### src/rtl/tpg_cfg_sequencer_pkg.sv
// Shared definitions for the TPG configuration sequencer: register map, FSM states, error codes.
// Latency: n/a (package only).
// Backpressure: n/a (package only).
package tpg_cfg_pkg;

    localparam int AXI_AW = 12;
    localparam int AXI_DW = 32;

    // TPG s_axi_CTRL register offsets
    localparam logic [AXI_AW-1:0] REG_CTRL         = 12'h000;
    localparam logic [AXI_AW-1:0] REG_HEIGHT       = 12'h010;
    localparam logic [AXI_AW-1:0] REG_WIDTH        = 12'h018;
    localparam logic [AXI_AW-1:0] REG_BG_PATTERN   = 12'h020;
    localparam logic [AXI_AW-1:0] REG_COLOR_FORMAT = 12'h040;

    // ap_start | auto_restart
    localparam logic [AXI_DW-1:0] CTRL_START_AUTORESTART = 32'h0000_0081;

    typedef enum logic [2:0] {
        ST_IDLE,
        ST_DELAY,
        ST_ISSUE,
        ST_WAIT_B,
        ST_GAP,
        ST_DONE,
        ST_ERROR
    } state_e;

    typedef enum logic [1:0] {
        ERR_NONE    = 2'b00,
        ERR_RESP    = 2'b01,
        ERR_TIMEOUT = 2'b10
    } err_e;

    typedef struct packed {
        logic [15:0] height;
        logic [15:0] width;
        logic [7:0]  pattern;
        logic [7:0]  format;
    } cfg_t;

    // Register offset of write number idx in the launch sequence.
    function automatic logic [AXI_AW-1:0] wr_offset(input logic [2:0] idx);
        case (idx)
            3'd0:    return REG_HEIGHT;
            3'd1:    return REG_WIDTH;
            3'd2:    return REG_BG_PATTERN;
            3'd3:    return REG_COLOR_FORMAT;
            default: return REG_CTRL;
        endcase
    endfunction

    // Data of write number idx, fields zero-extended to the bus width.
    function automatic logic [AXI_DW-1:0] wr_data(input logic [2:0] idx, input cfg_t cfg);
        case (idx)
            3'd0:    return {16'h0, cfg.height};
            3'd1:    return {16'h0, cfg.width};
            3'd2:    return {24'h0, cfg.pattern};
            3'd3:    return {24'h0, cfg.format};
            default: return CTRL_START_AUTORESTART;
        endcase
    endfunction

endpackage

### src/rtl/tpg_cfg_sequencer_if.sv
// AXI4-Lite write-only bundle (AW, W, B) between the sequencer and the TPG control port.
// Latency: n/a (wires only).
// Backpressure: standard AXI valid/ready on each channel.
// master: drives awaddr/awprot/awvalid, wdata/wstrb/wvalid, bready.
// slave : drives awready, wready, bresp/bvalid.
interface tpg_cfg_sequencer_if;
    import tpg_cfg_pkg::*;

    logic [AXI_AW-1:0] awaddr;
    logic [2:0]        awprot;
    logic              awvalid;
    logic              awready;
    logic [AXI_DW-1:0] wdata;
    logic [3:0]        wstrb;
    logic              wvalid;
    logic              wready;
    logic [1:0]        bresp;
    logic              bvalid;
    logic              bready;

    modport master (
        output awaddr, awprot, awvalid, wdata, wstrb, wvalid, bready,
        input  awready, wready, bresp, bvalid
    );

    modport slave (
        input  awaddr, awprot, awvalid, wdata, wstrb, wvalid, bready,
        output awready, wready, bresp, bvalid
    );

endinterface

### src/rtl/tpg_cfg_sequencer_axil_single_write.sv
// One AXI4-Lite write (AW+W then B) per req pulse, aborted after TIMEOUT cycles without a response.
// Latency: valids rise the cycle after req; ack is the cycle of the B handshake (2 cycles minimum).
// Backpressure: AW/W held stable until each own ready; bready held until bvalid; abort drops all.
// Ports: aclk/aresetn; req+addr+data in; issued (AW and W both done), ack+resp, timeout out;
//        m_axi master modport.
module axil_single_write
    import tpg_cfg_pkg::*;
#(
    parameter int TIMEOUT = 1024
) (
    input  logic              aclk,
    input  logic              aresetn,
    input  logic              req,
    input  logic [AXI_AW-1:0] addr,
    input  logic [AXI_DW-1:0] data,
    output logic              issued,
    output logic              ack,
    output logic [1:0]        resp,
    output logic              timeout,
    tpg_cfg_sequencer_if.master m_axi
);

    localparam int            CW       = $clog2(TIMEOUT + 1);
    localparam logic [CW-1:0] TMO_LAST = CW'(TIMEOUT - 1);

    logic              aw_pend_q, aw_pend_d;
    logic              w_pend_q,  w_pend_d;
    logic              b_wait_q,  b_wait_d;
    logic [AXI_AW-1:0] addr_q,    addr_d;
    logic [AXI_DW-1:0] data_q,    data_d;
    logic [CW-1:0]     cnt_q,     cnt_d;
    logic              active;

    always_comb begin
        aw_pend_d = aw_pend_q;
        w_pend_d  = w_pend_q;
        b_wait_d  = b_wait_q;
        addr_d    = addr_q;
        data_d    = data_q;
        cnt_d     = cnt_q;

        active  = aw_pend_q | w_pend_q | b_wait_q;
        ack     = b_wait_q & m_axi.bvalid;
        resp    = m_axi.bresp;
        // AW and W may finish in either order; issued fires on the cycle the last one completes.
        issued  = (aw_pend_q | w_pend_q)
                  & ~(aw_pend_q & ~m_axi.awready)
                  & ~(w_pend_q & ~m_axi.wready);
        timeout = active & (cnt_q == TMO_LAST) & ~ack;

        if (req) begin
            aw_pend_d = 1'b1;
            w_pend_d  = 1'b1;
            b_wait_d  = 1'b0;
            addr_d    = addr;
            data_d    = data;
            cnt_d     = '0;
        end else if (timeout) begin
            // Abandon the transaction outright; the slave is left in an unknown state.
            aw_pend_d = 1'b0;
            w_pend_d  = 1'b0;
            b_wait_d  = 1'b0;
        end else if (active) begin
            if (m_axi.awready) aw_pend_d = 1'b0;
            if (m_axi.wready)  w_pend_d  = 1'b0;
            if (issued)        b_wait_d  = 1'b1;
            if (ack)           b_wait_d  = 1'b0;
            cnt_d = cnt_q + 1'b1;
        end
    end

    always_ff @(posedge aclk) begin
        if (!aresetn) begin
            aw_pend_q <= 1'b0;
            w_pend_q  <= 1'b0;
            b_wait_q  <= 1'b0;
            addr_q    <= '0;
            data_q    <= '0;
            cnt_q     <= '0;
        end else begin
            aw_pend_q <= aw_pend_d;
            w_pend_q  <= w_pend_d;
            b_wait_q  <= b_wait_d;
            addr_q    <= addr_d;
            data_q    <= data_d;
            cnt_q     <= cnt_d;
        end
    end

    assign m_axi.awaddr  = addr_q;
    assign m_axi.awprot  = 3'b000;
    assign m_axi.awvalid = aw_pend_q;
    assign m_axi.wdata   = data_q;
    assign m_axi.wstrb   = 4'hF;
    assign m_axi.wvalid  = w_pend_q;
    assign m_axi.bready  = b_wait_q;

endmodule

### src/rtl/tpg_cfg_sequencer.sv
// Latches a TPG configuration on start and writes HEIGHT, WIDTH, BG_PATTERN, COLOR_FORMAT, CTRL.
// Latency: busy the cycle after start; PRE_DELAY + 5 writes + GAP_CYCLES before done/error.
// Backpressure: one write outstanding; each write waits on the slave up to TIMEOUT cycles.
// Ports: aclk/aresetn; start + cfg_* in; busy/done/error/err_idx/err_code status out;
//        m_axi AXI4-Lite write master (AR/R not present).
module tpg_cfg_sequencer
    import tpg_cfg_pkg::*;
#(
    parameter logic [AXI_AW-1:0] TPG_BASE   = 12'h000,
    parameter int                PRE_DELAY  = 8,
    parameter int                GAP_CYCLES = 8,
    parameter int                TIMEOUT    = 1024
) (
    input  logic        aclk,
    input  logic        aresetn,
    input  logic        start,
    input  logic [15:0] cfg_height,
    input  logic [15:0] cfg_width,
    input  logic [7:0]  cfg_pattern,
    input  logic [7:0]  cfg_format,
    output logic        busy,
    output logic        done,
    output logic        error,
    output logic [2:0]  err_idx,
    output logic [1:0]  err_code,
    tpg_cfg_sequencer_if.master m_axi
);

    localparam logic [15:0] DELAY_LAST = 16'(PRE_DELAY - 1);
    localparam logic [15:0] GAP_LAST   = 16'(GAP_CYCLES - 1);

    state_e      state_q,    state_d;
    logic [2:0]  idx_q,      idx_d;
    logic [15:0] cnt_q,      cnt_d;
    cfg_t        cfg_q,      cfg_d;
    logic [2:0]  err_idx_q,  err_idx_d;
    err_e        err_code_q, err_code_d;

    logic              wr_req;
    logic [AXI_AW-1:0] wr_addr;
    logic [AXI_DW-1:0] wr_dat;
    logic              wr_issued;
    logic              wr_ack;
    logic [1:0]        wr_resp;
    logic              wr_tmo;

    always_comb begin
        state_d    = state_q;
        idx_d      = idx_q;
        cnt_d      = cnt_q;
        cfg_d      = cfg_q;
        err_idx_d  = err_idx_q;
        err_code_d = err_code_q;
        wr_req     = 1'b0;

        case (state_q)
            ST_IDLE, ST_DONE, ST_ERROR: begin
                if (start) begin
                    cfg_d      = {cfg_height, cfg_width, cfg_pattern, cfg_format};
                    err_idx_d  = '0;
                    err_code_d = ERR_NONE;
                    idx_d      = '0;
                    cnt_d      = '0;
                    if (PRE_DELAY == 0) begin
                        state_d = ST_ISSUE;
                        wr_req  = 1'b1;
                    end else begin
                        state_d = ST_DELAY;
                    end
                end
            end
            ST_DELAY: begin
                if (cnt_q == DELAY_LAST) begin
                    cnt_d   = '0;
                    state_d = ST_ISSUE;
                    wr_req  = 1'b1;
                end else begin
                    cnt_d = cnt_q + 16'd1;
                end
            end
            ST_ISSUE: begin
                if (wr_tmo) begin
                    state_d    = ST_ERROR;
                    err_idx_d  = idx_q;
                    err_code_d = ERR_TIMEOUT;
                end else if (wr_issued) begin
                    state_d = ST_WAIT_B;
                end
            end
            ST_WAIT_B: begin
                if (wr_tmo) begin
                    state_d    = ST_ERROR;
                    err_idx_d  = idx_q;
                    err_code_d = ERR_TIMEOUT;
                end else if (wr_ack) begin
                    if (wr_resp != 2'b00) begin
                        state_d    = ST_ERROR;
                        err_idx_d  = idx_q;
                        err_code_d = ERR_RESP;
                    end else if (idx_q == 3'd3) begin
                        // The TPG needs settling time between format and CTRL writes.
                        if (GAP_CYCLES == 0) begin
                            idx_d   = 3'd4;
                            state_d = ST_ISSUE;
                            wr_req  = 1'b1;
                        end else begin
                            cnt_d   = '0;
                            state_d = ST_GAP;
                        end
                    end else if (idx_q == 3'd4) begin
                        state_d = ST_DONE;
                    end else begin
                        idx_d   = idx_q + 3'd1;
                        state_d = ST_ISSUE;
                        wr_req  = 1'b1;
                    end
                end
            end
            ST_GAP: begin
                if (cnt_q == GAP_LAST) begin
                    cnt_d   = '0;
                    idx_d   = 3'd4;
                    state_d = ST_ISSUE;
                    wr_req  = 1'b1;
                end else begin
                    cnt_d = cnt_q + 16'd1;
                end
            end
            default: state_d = ST_IDLE;
        endcase

        // Table lookup uses next-cycle index/config so the request carries the right entry.
        wr_addr = TPG_BASE + wr_offset(idx_d);
        wr_dat  = wr_data(idx_d, cfg_d);
    end

    always_ff @(posedge aclk) begin
        if (!aresetn) begin
            state_q    <= ST_IDLE;
            idx_q      <= '0;
            cnt_q      <= '0;
            cfg_q      <= '0;
            err_idx_q  <= '0;
            err_code_q <= ERR_NONE;
        end else begin
            state_q    <= state_d;
            idx_q      <= idx_d;
            cnt_q      <= cnt_d;
            cfg_q      <= cfg_d;
            err_idx_q  <= err_idx_d;
            err_code_q <= err_code_d;
        end
    end

    axil_single_write #(
        .TIMEOUT (TIMEOUT)
    ) u_wr (
        .aclk    (aclk),
        .aresetn (aresetn),
        .req     (wr_req),
        .addr    (wr_addr),
        .data    (wr_dat),
        .issued  (wr_issued),
        .ack     (wr_ack),
        .resp    (wr_resp),
        .timeout (wr_tmo),
        .m_axi   (m_axi)
    );

    assign busy     = (state_q == ST_DELAY) || (state_q == ST_ISSUE) ||
                      (state_q == ST_WAIT_B) || (state_q == ST_GAP);
    assign done     = (state_q == ST_DONE);
    assign error    = (state_q == ST_ERROR);
    assign err_idx  = err_idx_q;
    assign err_code = err_code_q;

endmodule

### src/flat_wrapper.sv
// flat-port wrapper written by rule: the top's interface ports become plain ports
module tpg_cfg_sequencer_flat import tpg_cfg_pkg::*;
#(
    parameter logic [AXI_AW-1:0] TPG_BASE   = 12'h000,
    parameter int                PRE_DELAY  = 8,
    parameter int                GAP_CYCLES = 8,
    parameter int                TIMEOUT    = 1024
)
  (aclk, aresetn, start, cfg_height, cfg_width, cfg_pattern, cfg_format, busy, done, error, err_idx, err_code, m_axi_awaddr, m_axi_awprot, m_axi_awvalid, m_axi_wdata, m_axi_wstrb, m_axi_wvalid, m_axi_bready, m_axi_awready, m_axi_wready, m_axi_bresp, m_axi_bvalid);
  tpg_cfg_sequencer_if m_axi_i ();
  input  logic aclk;
  input  logic aresetn;
  input  logic start;
  input  logic [15:0] cfg_height;
  input  logic [15:0] cfg_width;
  input  logic [7:0] cfg_pattern;
  input  logic [7:0] cfg_format;
  output logic busy;
  output logic done;
  output logic error;
  output logic [2:0] err_idx;
  output logic [1:0] err_code;
  output wire logic [$bits(m_axi_i.awaddr)-1:0] m_axi_awaddr;
  output wire logic [$bits(m_axi_i.awprot)-1:0] m_axi_awprot;
  output wire logic [$bits(m_axi_i.awvalid)-1:0] m_axi_awvalid;
  output wire logic [$bits(m_axi_i.wdata)-1:0] m_axi_wdata;
  output wire logic [$bits(m_axi_i.wstrb)-1:0] m_axi_wstrb;
  output wire logic [$bits(m_axi_i.wvalid)-1:0] m_axi_wvalid;
  output wire logic [$bits(m_axi_i.bready)-1:0] m_axi_bready;
  input wire logic [$bits(m_axi_i.awready)-1:0] m_axi_awready;
  input wire logic [$bits(m_axi_i.wready)-1:0] m_axi_wready;
  input wire logic [$bits(m_axi_i.bresp)-1:0] m_axi_bresp;
  input wire logic [$bits(m_axi_i.bvalid)-1:0] m_axi_bvalid;
  assign m_axi_awaddr = m_axi_i.awaddr;
  assign m_axi_awprot = m_axi_i.awprot;
  assign m_axi_awvalid = m_axi_i.awvalid;
  assign m_axi_wdata = m_axi_i.wdata;
  assign m_axi_wstrb = m_axi_i.wstrb;
  assign m_axi_wvalid = m_axi_i.wvalid;
  assign m_axi_bready = m_axi_i.bready;
  assign m_axi_i.awready = m_axi_awready;
  assign m_axi_i.wready = m_axi_wready;
  assign m_axi_i.bresp = m_axi_bresp;
  assign m_axi_i.bvalid = m_axi_bvalid;
  tpg_cfg_sequencer #(.TPG_BASE(TPG_BASE), .PRE_DELAY(PRE_DELAY), .GAP_CYCLES(GAP_CYCLES), .TIMEOUT(TIMEOUT)) u_core (.aclk(aclk), .aresetn(aresetn), .start(start), .cfg_height(cfg_height), .cfg_width(cfg_width), .cfg_pattern(cfg_pattern), .cfg_format(cfg_format), .busy(busy), .done(done), .error(error), .err_idx(err_idx), .err_code(err_code), .m_axi(m_axi_i));
endmodule
### config.mk
export PLATFORM = sky130hd
export DESIGN_NAME = tpg_cfg_sequencer_flat
export DESIGN_NICKNAME = d
export VERILOG_FILES = /design/src/rtl/tpg_cfg_sequencer_pkg.sv /design/src/rtl/tpg_cfg_sequencer_if.sv /design/src/rtl/tpg_cfg_sequencer_axil_single_write.sv /design/src/rtl/tpg_cfg_sequencer.sv /design/src/flat_wrapper.sv
export SDC_FILE = /design/constraint.sdc
export NUM_CORES = 1
export LEC_CHECK = 0
export CAP_MARGIN = 20
export CORE_UTILIZATION = 45
export DETAILED_ROUTE_END_ITERATION = 7
export DONT_BUFFER_PORTS = 1
export SLEW_MARGIN = 20
export SYNTH_ARGS = -nofsm -noshare
export SYNTH_HDL_FRONTEND = slang
export SYNTH_HIERARCHICAL = 1
export SYNTH_SLANG_ARGS = --single-unit
### constraint.sdc
create_clock -name aclk -period 7.3 [get_ports aclk]
set_input_delay 1.46 -clock aclk [delete_from_list [all_inputs] [get_ports aclk]]
set_output_delay 1.46 -clock aclk [all_outputs]
set_load 0.01 [all_outputs]
# After elaboration in Yosys (flattened, before gate mapping)
# Cells that the tools add are included.
[word_totals] wordCells=138 register_bits=133 output_inout_bits=62
[classes] addsub=3 n_reduce_logical=23 bitwise=16 n_eq_ne=23 muxes=58
[op_table] op="$mux W16" n=6
[op_table] op="$mux W48" n=2
[op_table] op="$pmux W16 S4" n=1
[op_table] op="$mux W3" n=21
[op_table] op="$pmux W16 S3" n=1
[op_table] op="$pmux W7 S4" n=1
[op_table] op="$pmux W3 S3" n=2
[op_table] op="$add A16 B1 Y16 const B" n=1
[op_table] op="$eq A16 B3 Y1 const B" n=1
[op_table] op="$mux W1" n=16
[op_table] op="$eq A3 B2 Y1 const B" n=5
[op_table] op="$reduce_bool A3 Y1" n=5
[op_table] op="$eq A3 B3 Y1 const B" n=4
[op_table] op="$pmux W3 S4" n=1
[op_table] op="$add A11 B1 Y11 const B" n=1
[op_table] op="$eq A11 B10 Y1 const B" n=1
[op_table] op="$mux W2" n=5
[op_table] op="$ne A2 B2 Y1 const B" n=5
[op_table] op="$reduce_and A2 Y1" n=4
[op_table] op="$and A1 B1 Y1" n=7
[op_table] op="$not A1 Y1" n=7
[op_table] op="$eq A3 B1 Y1 const B" n=2
[op_table] op="$logic_not A3 Y1" n=2
[op_table] op="$ne A3 B3 Y1 const B" n=2
[op_table] op="other kinds (13)" n=20

# Depth between registers and ports, before layout
# Gate-level depths: netlist of run 1.
[logic_depth] word_depth=9 mapped_depth=14 depth_no_buf=13

# Hierarchy
# The synthesis of run 1 kept the hierarchy.
[modules_own_cells] mod="tpg_cfg_sequencer" n_inst=1 cells_each=423 area_each_um2=3987.6
[modules_own_cells] mod="axil_single_write" n_inst=1 cells_each=236 area_each_um2=2436.1

# Least setup slack after synthesis of run 1
# No wires, ideal clock.
[synth_path] path_kind="input to register" start="in m_axi_bvalid" end="reg u_core.u_wr.data_q[1], in the netlist u_core/u_wr/m_axi.wdata[1]" slack_ns=3.586 n_path_buf=1 stages=13 t_arrival_ns=3.598 required_ns=7.184 cell_sequence="nand2_1 -> inv_1 -> nor3_1 -> nor4b_4 -> a31oi_1 -> a31oi_1 -> o32ai_4 -> or2_1 -> buf_6 -> clkinv_8 -> a22o_1 -> mux2i_1 -> nor2b_1"
[synth_between] elab_chain_cells=7
[synth_lines] item="start, declared" line="flat_wrapper.sv:33" rtl="input wire logic [$bits(m_axi_i.bvalid)-1:0] m_axi_bvalid;"
[synth_lines] item="$and A1 B1 Y1 (*)" line="tpg_cfg_sequencer_axil_single_write.sv:43" rtl="ack = b_wait_q & m_axi.bvalid;"
[synth_lines] item="via u_core.wr_ack" line="tpg_cfg_sequencer.sv:43" rtl="logic wr_ack;"
[synth_lines] item="$not A1 Y1 (*)" line="tpg_cfg_sequencer_axil_single_write.sv:49" rtl="timeout = active & (cnt_q == TMO_LAST) & ~ack;"
[synth_lines] item="$and A1 B1 Y1 (*)" line="tpg_cfg_sequencer_axil_single_write.sv:49"
[synth_lines] item="via u_core.wr_tmo" line="tpg_cfg_sequencer.sv:45" rtl="logic wr_tmo;"
[synth_lines] item="$mux W3 (*)" line="tpg_cfg_sequencer.sv:91" rtl="if (wr_tmo) begin"
[synth_lines] item="$pmux W3 S3 (*)" line="tpg_cfg_sequencer.sv:56" rtl="case (state_q)"
[synth_lines] item="$eq A3 B2 Y1, or another cell as far along" line="tpg_cfg_sequencer_pkg.sv:55" rtl="case (idx)"
[synth_lines] item="$pmux W16 S4 (*)" line="tpg_cfg_sequencer_pkg.sv:55"
[synth_lines] item="via u_core.wr_dat[1]" line="tpg_cfg_sequencer.sv:41" rtl="logic [AXI_DW-1:0] wr_dat;"
[synth_lines] item="end signal, assigned" line="tpg_cfg_sequencer_axil_single_write.sv:85" rtl="data_q <= data_d;"
[synth_lines] item="end, declared" line="tpg_cfg_sequencer_axil_single_write.sv:30" rtl="logic [AXI_DW-1:0] data_q, data_d;"
# The timed path passes the listed nets; every way through them passes the cells marked *.
# A chain may end at the register's enable or synchronous reset.

# Worst setup path in the final report of run 1
[layout_path] start="in m_axi_bvalid" end="reg u_core.u_wr.data_q[3], in the netlist u_core/u_wr/m_axi.wdata[3]"
# The elaborated chain is that of the path after synthesis.

==> results of run 1 <==
through the flow:
stage / hold WS, ns / setup WS, ns / utilization
6_report: 0.4969 / 3.238 / 0.5112
5_1_grt: 0.5289 / 2.896 / 0.5112
4_1_cts: 0.4979 / 3.270 / 0.5112
3_5_place_dp: 0.4898 / 2.829 / 0.4699
3_3_place_gp: 0.4660 / 2.958 / 0.4699
2_1_floorplan: 0.4492 / 3.586 / -
routing by layer:
metal  vias to the layer above  GRT usage
li1                       2256          -
met1                      2106     0.2192
met2                        96     0.3143
met3                         9    0.08412
met4                         0    0.07022
met5                         -          0
cells by family (layout without fill, tap and decap cells):
kind of cell / Yosys count / in the layout / share of synthesized area
AO/OA/AOI/OAI: 69 / 69 / 0.08571
adder cells (fa/ha/maj): 6 / 6 / 0.01130
other: 3 / 31 / 0.001753
buffers and inverters: 60 / 48 / 0.05376
multiplexers: 114 / 114 / 0.1802
XOR/XNOR: 15 / 15 / 0.02045
flip-flops: 133 / 133 / 0.4145
AND/OR/NAND/NOR: 259 / 259 / 0.2324
cell type report:
cell class | count | area, µm² | area share
inverter | 13 | 61.31 | 0.008640
clock inverter | 13 | 120.1 | 0.01693
multi-input combinational | 494 | 3551 | 0.5004
sequential | 133 | 2663 | 0.3752
clock buffer | 19 | 452.9 | 0.06383
timing repair buffer | 3 | 22.52 | 0.003174
tap | 180 | 225.2 | 0.03174
critical path, stage by stage:
cell	delay, ns
sky130_fd_sc_hd__nand2_1	0.06
sky130_fd_sc_hd__inv_1	0.14
sky130_fd_sc_hd__nor3_1	0.72
sky130_fd_sc_hd__nor4b_4	0.13
sky130_fd_sc_hd__a31oi_1	0.21
sky130_fd_sc_hd__a31oi_1	0.09
sky130_fd_sc_hd__o32ai_4	0.31
sky130_fd_sc_hd__or2_1	0.65
sky130_fd_sc_hd__clkinv_8	0.15
sky130_fd_sc_hd__a22o_1	0.24
sky130_fd_sc_hd__mux2i_1	0.14
sky130_fd_sc_hd__nor2b_1	0.06
state kept, by name (all words and copies together), names as in the netlist:
| name | flops |
|---|---|
| u_core/cfg_q | 48 |
| u_core/err_code | 2 |
| u_core/err_idx | 3 |
| u_core/u_wr/m_axi.awaddr | 12 |
| u_core/u_wr/m_axi.wdata | 32 |
| u_core/idx_q | 3 |
| u_core/cnt_q | 16 |
| u_core/u_wr/m_axi.awvalid | 1 |
| u_core/state_q | 3 |
| u_core/u_wr/m_axi.bready | 1 |
| u_core/u_wr/m_axi.wvalid | 1 |
| u_core/u_wr/cnt_q | 11 |
worst min path at each step:
stage / start / to / depth (start not counted)
floorplan: u_core/u_wr/cnt_q[10] / u_core/u_wr/cnt_q[10] / 2
global placement: u_core/u_wr/cnt_q[10] / u_core/u_wr/cnt_q[10] / 2
detailed placement: u_core/u_wr/cnt_q[9] / u_core/u_wr/cnt_q[9] / 2
CTS: u_core/u_wr/cnt_q[9] / u_core/u_wr/cnt_q[9] / 2
global route: u_core/u_wr/cnt_q[10] / u_core/u_wr/cnt_q[10] / 2
finish: u_core/u_wr/cnt_q[10] / u_core/u_wr/cnt_q[10] / 2
synth_stat cells (all sizes together), types with 12 or more instances:
library cell  count  share of area
dfxtp           133           0.41
nor2             46          0.027
buf              31          0.033
nand2            26          0.015
xor2             14          0.019
mux2i           101           0.16
clkbuf           16          0.011
nor2b            95          0.093
and2             16          0.016
nand3            13          0.011
nand4            12          0.013
nor3             12          0.010
inv              12         0.0070
mux2             13          0.023
a21oi            14          0.011
power by group:
part	leakage (nW)	internal (mW)	switching, mW	total [mW]
sequential	1.08	0.759	0.0202	0.779
combinational	1.38	0.102	0.115	0.218
clock	0.289	0.491	0.329	0.820
total	2.75	1.35	0.465	1.82
==> flow_summary.ini, run 1 <==
[pwr]
worst_supply_voltage_drop_on_vdd_uv = 170.2
static-leakage-power_nw = 2.746
report.power.total_mw = 1.817
power-per-cell-area_nw_per_um2 = 256.1

[logic_synthesis]
synth.yosys.seq_area_share = 0.4145
synthFlopType = sky130_fd_sc_hd__dfxtp_1
ys_seq_elements = 133
synth.lib_cells_used.distinct = 72
synth_cells = 659
synthesis.yosys.warnings = 6
synth_enable_flop_cells = 0
synthesis.area_per_instance_um2 = 9.748
netlist_area_um2 = 6424
asyncSetResetFlopFracSynth = 0

[floorplanning]
design.die.area_um2 = 14760
core_area_um2 = 13880
fp-row-count = 43
design.portCount = 118
floorplan.initialDensity = 0.4628
die_height_um = 121.5
die_x_um = 121.5

[setup_path]
worst-path-max-fanout = 10
timing.rr.end = u_core/u_wr/m_axi.wdata[3]
crit-reg2reg-launch = u_core/u_wr/cnt_q[0]
r2r_setup_slack_ns = 3.38
cp-startpoint = m_axi_bvalid
worst-r2r-cell-count = 13
start_kind = input port
timing.critical_path.required_ns = 7.61
setup.worst_path.class = in -> reg
critical_path.endpoint_type = register
crit_path_end = u_core/u_wr/m_axi.wdata[3]
crit_arrival_ns = 4.37

[sta]
setup_viol = 0
hold_viol = 0
final.setup.tns_ns = 0
final_min_period_over_clock_period = 0.5564
worstMarginPinSlew_ns = 0.9472
rsz0062_at_grt = no
slew_headroom = 0.3643
timing.clock.skew_ns = 0.009302
timing_max_transition_violations_final = 0
max_freq_ghz = 0.2462
timing.final.crit_period_ns = 4.062

[cts]
cts_resized = 0
ctsRootBufferMaster = sky130_fd_sc_hd__clkbuf_16
cts.htree.levels = 4
numCtsBuffers = 17
clk_path_buf_depth = 2
post_cts_repair_setup_buffers = 0
clock-sinks = 133
clock_latency_ns = 0.42
cts.reportedPaths.clkPinSlew_ns = 0.06
cts_tree = done
hold_buffers = 0

[detailed_routing]
drc = 0
routed-wl-met3_mm = 1.016
met2_wirelength_mm = 6.372
drt_iter0_drc = 270
num_vias = 4467
met1Wirelength_mm = 5.816
postRouteAntennaNets = 0
drt_first_pass_iters = 4
drt-total-wl_mm = 13.35
post_drt_via_cell_ratio = 5.225
wl_per_cell_um = 15.62
top_signal_layer_used = met4

[layout]
number_of_nets_in_the_finished_design = 723
fin_area_um2 = 7096
post_route_cells_drive_above_1_share = 0.1126
layout_common_cells = 133 x sky130_fd_sc_hd__dfxtp_1, 101 x sky130_fd_sc_hd__mux2i_1, 94 x sky130_fd_sc_hd__nor2b_1, 46 x sky130_fd_sc_hd__nor2_1, 31 x sky130_fd_sc_hd__conb_1
final_common_cell = sky130_fd_sc_hd__dfxtp_1
layoutNonFillerInstCount = 855
count_of_inserted_antenna_diode_cells = 0
layout.filler_cells = 1302
synthToLayoutAreaGrowth_pct = 10.46

[placed_design]
post_dp_cell_area_um2 = 6523
dp_hpwl_mm = 8.948
placement.io_buffers = 0
dpl.cell_count = 823
gp_congestion = 0.8266

[global_route]
maximum_number_of_pins_on_one_net_before_global_route_repair = 112
grt_first_pass_wirelength_mm = 21.98
global_route.overflow_total = 0
first_global_vias = 4460
grtUsageTotal = 0.1917
initial_antenna_violation_count = 0

[outcome]
outcome = finished clean

[worst_hold_path]
hp-class = reg -> reg

[job]
drv.max_cap_violation_count = 0
Note: power is estimated with default switching activity, not from simulation.
==> inputs of run 2 (changes only) <==
clock period = 3.9 ns   (was 7.3 ns; I/O delays follow)
==> run 2 against run 1 <==
Against the previous run: design area grew 1.7%; first-iteration DRC count grew 35%; clock power grew 98%; critical path depth is the same; global-route usage shrank 0.13 points; die area is the same; non-clock buffer count grew 6; utilization grew 0.87 points; sequential share of layout area shrank 0.62 points; via count grew 0.76%; critical endpoint is now u_core/u_wr/m_axi.wdata[0]; largest power group unchanged; highest routed layer unchanged.
==> flow_summary.ini, run 2 (synthesized netlist as in run 1, its figures left out) <==
[outcome]
outcome = finished clean

[layout]
multi_input_combinational_cell_area_um2 = 3551
number_of_nets_in_the_finished_design = 729
layout.filler_cells = 1300
count_of_inserted_antenna_diode_cells = 0
layout_common_cells = 133 x sky130_fd_sc_hd__dfxtp_1, 101 x sky130_fd_sc_hd__mux2i_1, 94 x sky130_fd_sc_hd__nor2b_1, 46 x sky130_fd_sc_hd__nor2_1, 31 x sky130_fd_sc_hd__conb_1
regArea_um2 = 2663
synthToLayoutAreaGrowth_pct = 12.33
layoutNonFillerInstCount = 861
largest_reg_flops = 48
final_common_cell = sky130_fd_sc_hd__dfxtp_1
largest_register = u_core/cfg_q
post_route_cells_drive_above_1_share = 0.1175
fin_area_um2 = 7216
post-route-util = 0.5198

[placed_design]
dpl.cell_count = 829
placement.io_buffers = 0
gp_congestion = 0.8600
post_dp_cell_area_um2 = 6605
dp_hpwl_mm = 9.218

[floorplanning]
fp-row-count = 43
floorplan.initialDensity = 0.4628
design.die.area_um2 = 14760
die_x_um = 121.5
die_height_um = 121.5
design.portCount = 118
core_area_um2 = 13880

[setup_path]
timing.critical_path.required_ns = 4.20
setup.worst_path.class = reg -> reg
crit_arrival_ns = 3.57
start_kind = register
slowest_stage = sky130_fd_sc_hd__nor2_1
critical_path.endpoint_type = register
worst-path-max-fanout = 9
timing.critical_path.slowest_cell_delay_ns = 0.55
cp_cell_sequence = nor3_2 > or3_4 > nor3_1 > buf_4 > nor4b_4 > and4_4 > o2bb2ai_1 > a21oi_1 > nor2_1 > a22oi_1 > mux2i_1 > nor2b_1

[pwr]
power-per-cell-area_nw_per_um2 = 487.1
static-leakage-power_nw = 2.786
report.power.total_mw = 3.514
worst_supply_voltage_drop_on_vdd_uv = 294.6

[global_route]
grt_first_pass_wirelength_mm = 21.94
first_global_vias = 4330
global_route.overflow_total = 0
maximum_number_of_pins_on_one_net_before_global_route_repair = 112
initial_antenna_violation_count = 0
grtUsageTotal = 0.1904

[sta]
slew_headroom = 0.4817
worstMarginPinSlew_ns = 0.7775
setup_viol = 0
final.setup.tns_ns = 0
timing.final.crit_period_ns = 3.270
final_min_period_over_clock_period = 0.8385
timing_max_transition_violations_final = 0
rsz0062_at_grt = no
max_freq_ghz = 0.3058
timing.clock.skew_ns = 0.007420
hold_viol = 0

[detailed_routing]
num_vias = 4501
postRouteAntennaNets = 0
drt-total-wl_mm = 13.50
wl_per_cell_um = 15.68
drt_first_pass_iters = 5
drt_iter0_drc = 364
post_drt_via_cell_ratio = 5.228
drc = 0

[cts]
post_cts_repair_setup_buffers = 0
ctsRootBufferMaster = sky130_fd_sc_hd__clkbuf_16
numCtsBuffers = 17
cts.htree.levels = 4
cts.reportedPaths.clkPinSlew_ns = 0.05
hold_buffers = 0
cts_resized = 0
clock_latency_ns = 0.41
clk_path_buf_depth = 2
cts_tree = done
clock-sinks = 133

[worst_hold_path]
hp-class = reg -> reg

[job]
drv.max_cap_violation_count = 0
-- run 2: final cells by class --
| type | instances | area share |
|---|---|---|
| Multi-Input combinational cell | 494 | 0.4921 |
| Tap cell | 180 | 0.03121 |
| Timing Repair Buffer | 9 | 0.01457 |
| Clock inverter | 11 | 0.02081 |
| Sequential cell | 133 | 0.3690 |
| Inverter | 13 | 0.008497 |
| Clock buffer | 21 | 0.06381 |
-- run 2: final timing paths --
check	from	end	slack [ns]	cells past startpoint
hold / removal	u_core/u_wr/cnt_q[10]	u_core/u_wr/cnt_q[10]	0.50	2
hold reg to reg	u_core/u_wr/cnt_q[10]	u_core/u_wr/cnt_q[10]	0.50	2
setup reg to reg	u_core/u_wr/m_axi.bready	u_core/u_wr/m_axi.wdata[0]	0.63	12
setup / recovery	u_core/u_wr/m_axi.bready	u_core/u_wr/m_axi.wdata[0]	0.63	12
-- run 2: per-layer routing --
metal	track usage	share of wire
met1	0.2291	0.43
met4	0.07639	0.012
met2	0.3015	0.49
met5	0	0
met3	0.07519	0.068
-- run 2: worst max-delay path, delay by kind of cell, from the launching register on --
kind | cells | cell delay (ns)
AOI/OAI and AO/OA | 3 | 0.42
DFF | 1 | 0.39
muxes | 1 | 0.17
buffers and inverters | 1 | 0.17
and+or+nand+nor | 7 | 1.99
-- run 2: through the flow --
step / worst slack (ns) / hold slack [ns]
2_1_floorplan: 0.8080 / 0.4492
3_3_place_gp: 0.6743 / 0.4730
3_5_place_dp: 0.5757 / 0.4862
4_1_cts: 0.6008 / 0.4790
5_1_grt: 0.3706 / 0.4764
6_report: 0.6299 / 0.4968
-- run 2: power breakdown --
group	total, mW	internal, mW	switching [mW]
clock network	1.62	1.04	0.582
registers	1.46	1.42	0.0383
logic	0.432	0.208	0.224
total	3.51	2.67	0.845
==> inputs of run 3 (changes only) <==
clock period = 2.9 ns   (was 3.9 ns; I/O delays follow)
==> run 3 against run 2 <==
Against the previous run: non-clock buffer count increased by 26; design area increased by 2.7%; register-to-register slack got worse by 0.50 ns.
==> flow_summary.ini, run 3 (synthesized netlist as in run 1, its figures left out) <==
[outcome]
outcome = finished clean

[pwr]
power.internal_mw = 3.436
power-per-cell-area_nw_per_um2 = 618.1
pwr-share-comb = 0.129
total_switching_power_mw = 1.146
seq_power_share = 0.426
worst_supply_voltage_drop_on_vdd_uv = 461.7
power.clock.fraction = 0.445
report.power.total_mw = 4.582
static-leakage-power_nw = 2.901
power.switching_fraction = 0.2501

[cts]
numCtsBuffers = 17
clk_path_buf_depth = 2
clock-sinks = 133
cts_tree = done
cts.htree.levels = 4
clock_latency_ns = 0.41
ctsRootBufferMaster = sky130_fd_sc_hd__clkbuf_16
hold_buffers = 0
cts.reportedPaths.clkPinSlew_ns = 0.06

[global_route]
grtUsageTotal = 0.1980
initial_antenna_violation_count = 0
maximum_number_of_pins_on_one_net_before_global_route_repair = 112
global_route.overflow_total = 0
grt_first_pass_wirelength_mm = 22.51
first_global_vias = 4502

[detailed_routing]
drt-total-wl_mm = 13.91
postRouteAntennaNets = 0
post_drt_via_cell_ratio = 5.159
drc = 0
num_vias = 4571
drt_first_pass_iters = 4
drt_iter0_drc = 266
wl_per_cell_um = 15.70

[setup_path]
path_buf_inv = 2
slowest_stage = sky130_fd_sc_hd__or3_4
timing.critical_path.slowest_cell_delay_ns = 0.40
r2r_setup_slack_ns = 0.13
worst-r2r-cell-count = 14
timing.critical_path.required_ns = 3.25
worst-path-max-fanout = 9
critical_path.endpoint_type = register
start_kind = register
crit_arrival_ns = 3.11
setup.worst_path.class = reg -> reg
timing.rr.end = u_core/u_wr/m_axi.wdata[11]
crit-reg2reg-launch = u_core/u_wr/cnt_q[0]
cp_cell_sequence = ha_2 > nand3_2 > or3_4 > nor3_4 > nor4b_4 > and4_4 > buf_4 > o2bb2ai_1 > a21o_1 > or2_4 > buf_12 > a211oi_2 > mux2i_1 > nor2b_1
cp_top_family = simple AND/OR/NAND/NOR gates

[layout]
layoutNonFillerInstCount = 886
layout_common_cells = 131 x sky130_fd_sc_hd__dfxtp_1, 101 x sky130_fd_sc_hd__mux2i_1, 93 x sky130_fd_sc_hd__nor2b_1, 44 x sky130_fd_sc_hd__nor2_1
number_of_nets_in_the_finished_design = 755
synthToLayoutAreaGrowth_pct = 15.39
largest_register = u_core/cfg_q
post_route_cells_drive_above_1_share = 0.1643
largest_reg_flops = 48
count_of_inserted_antenna_diode_cells = 0
final_common_cell = sky130_fd_sc_hd__dfxtp_1

[sta]
hold_viol = 0
timing.clock.skew_ns = 0.008204
slew_headroom = 0.3677
final_min_period_over_clock_period = 0.9535
timing_max_transition_violations_final = 0
worstMarginPinSlew_ns = 0.9485
timing.final.crit_period_ns = 2.765
setup_viol = 0
max_freq_ghz = 0.3616

[placed_design]
dp_hpwl_mm = 9.621
gp_congestion = 0.8383
placement.io_buffers = 0
dpl.cell_count = 851

[floorplanning]
fp-row-count = 43
design.die.area_um2 = 14760
die_height_um = 121.5
floorplan.initialDensity = 0.4628
core_area_um2 = 13880
die_x_um = 121.5
design.portCount = 118

[worst_hold_path]
min_to = u_core/state_q[2]
whs_path_depth = 1
hp-class = in -> reg
min_from = aresetn

[job]
drv.max_cap_violation_count = 0
==> run 3: timing repair <==
| action | CTS | global route |
|---|---|---|
| setup endpoints to repair | 16 | 19 |
| pin swaps | 1 | 1 |
| resized for setup | 2 | 7 |
| setup buffers | 4 | 0 |
==> run 3: area by class of cell <==
type	count	area (µm²)
clock buffers	20	466.7
clock inverters	11	101.3
fillers	1270	6469
inverters	13	61.31
multi-input cells	494	3580
flip-flops and latches	133	2665
well taps	180	225.2
repair buffers	35	312.8
==> run 3: layer usage <==
layer	track usage	up-vias	part of all wire
li1	-	2325	-
met1	0.2274	2135	0.43
met2	0.3288	105	0.48
met3	0.08647	6	0.078
met4	0.06096	0	0.0063
met5	0	-	0
==> run 3: stage by stage <==
step	worst slack, ns	cell area [µm²]	util	TNS [ns]	hold WS, ns
after global placement	-0.04985	6788	0.4890	-0.2766	0.4638
final	0.1347	7412	0.5340	0	0.3133
after floorplan	0.03126	6534	-	0	0.4492
after CTS	0.01293	7395	0.5327	0	0.2888
after detailed placement	-0.1479	6788	0.4890	-1.272	0.4847
after global routing	-0.001102	7412	0.5340	-0.001102	0.2868
==> run 3: power groups by stage <==
stage                     Clock (mW)  Combinational [mW]  Sequential [mW]
after floorplan                    0               0.523             1.97
after global placement             0               0.580             1.99
after detailed placement           0               0.588             1.99
after CTS                       2.09               0.592             1.95
after global routing            2.18               0.646             1.96
final                           2.04               0.592             1.95
==> run 3: worst max-delay path by stage <==
stage                               startpoint                     endpoint  cells after the start
after CTS                 u_core/u_wr/cnt_q[0]  u_core/u_wr/m_axi.wdata[13]                     14
after detailed placement  u_core/u_wr/cnt_q[0]  u_core/u_wr/m_axi.wdata[13]                     12
final                     u_core/u_wr/cnt_q[0]  u_core/u_wr/m_axi.wdata[11]                     14
after global placement    u_core/u_wr/cnt_q[0]  u_core/u_wr/m_axi.wdata[11]                     12
after global routing      u_core/u_wr/cnt_q[0]  u_core/u_wr/m_axi.wdata[13]                     14
after floorplan           u_core/u_wr/cnt_q[0]   u_core/u_wr/m_axi.wdata[1]                     14
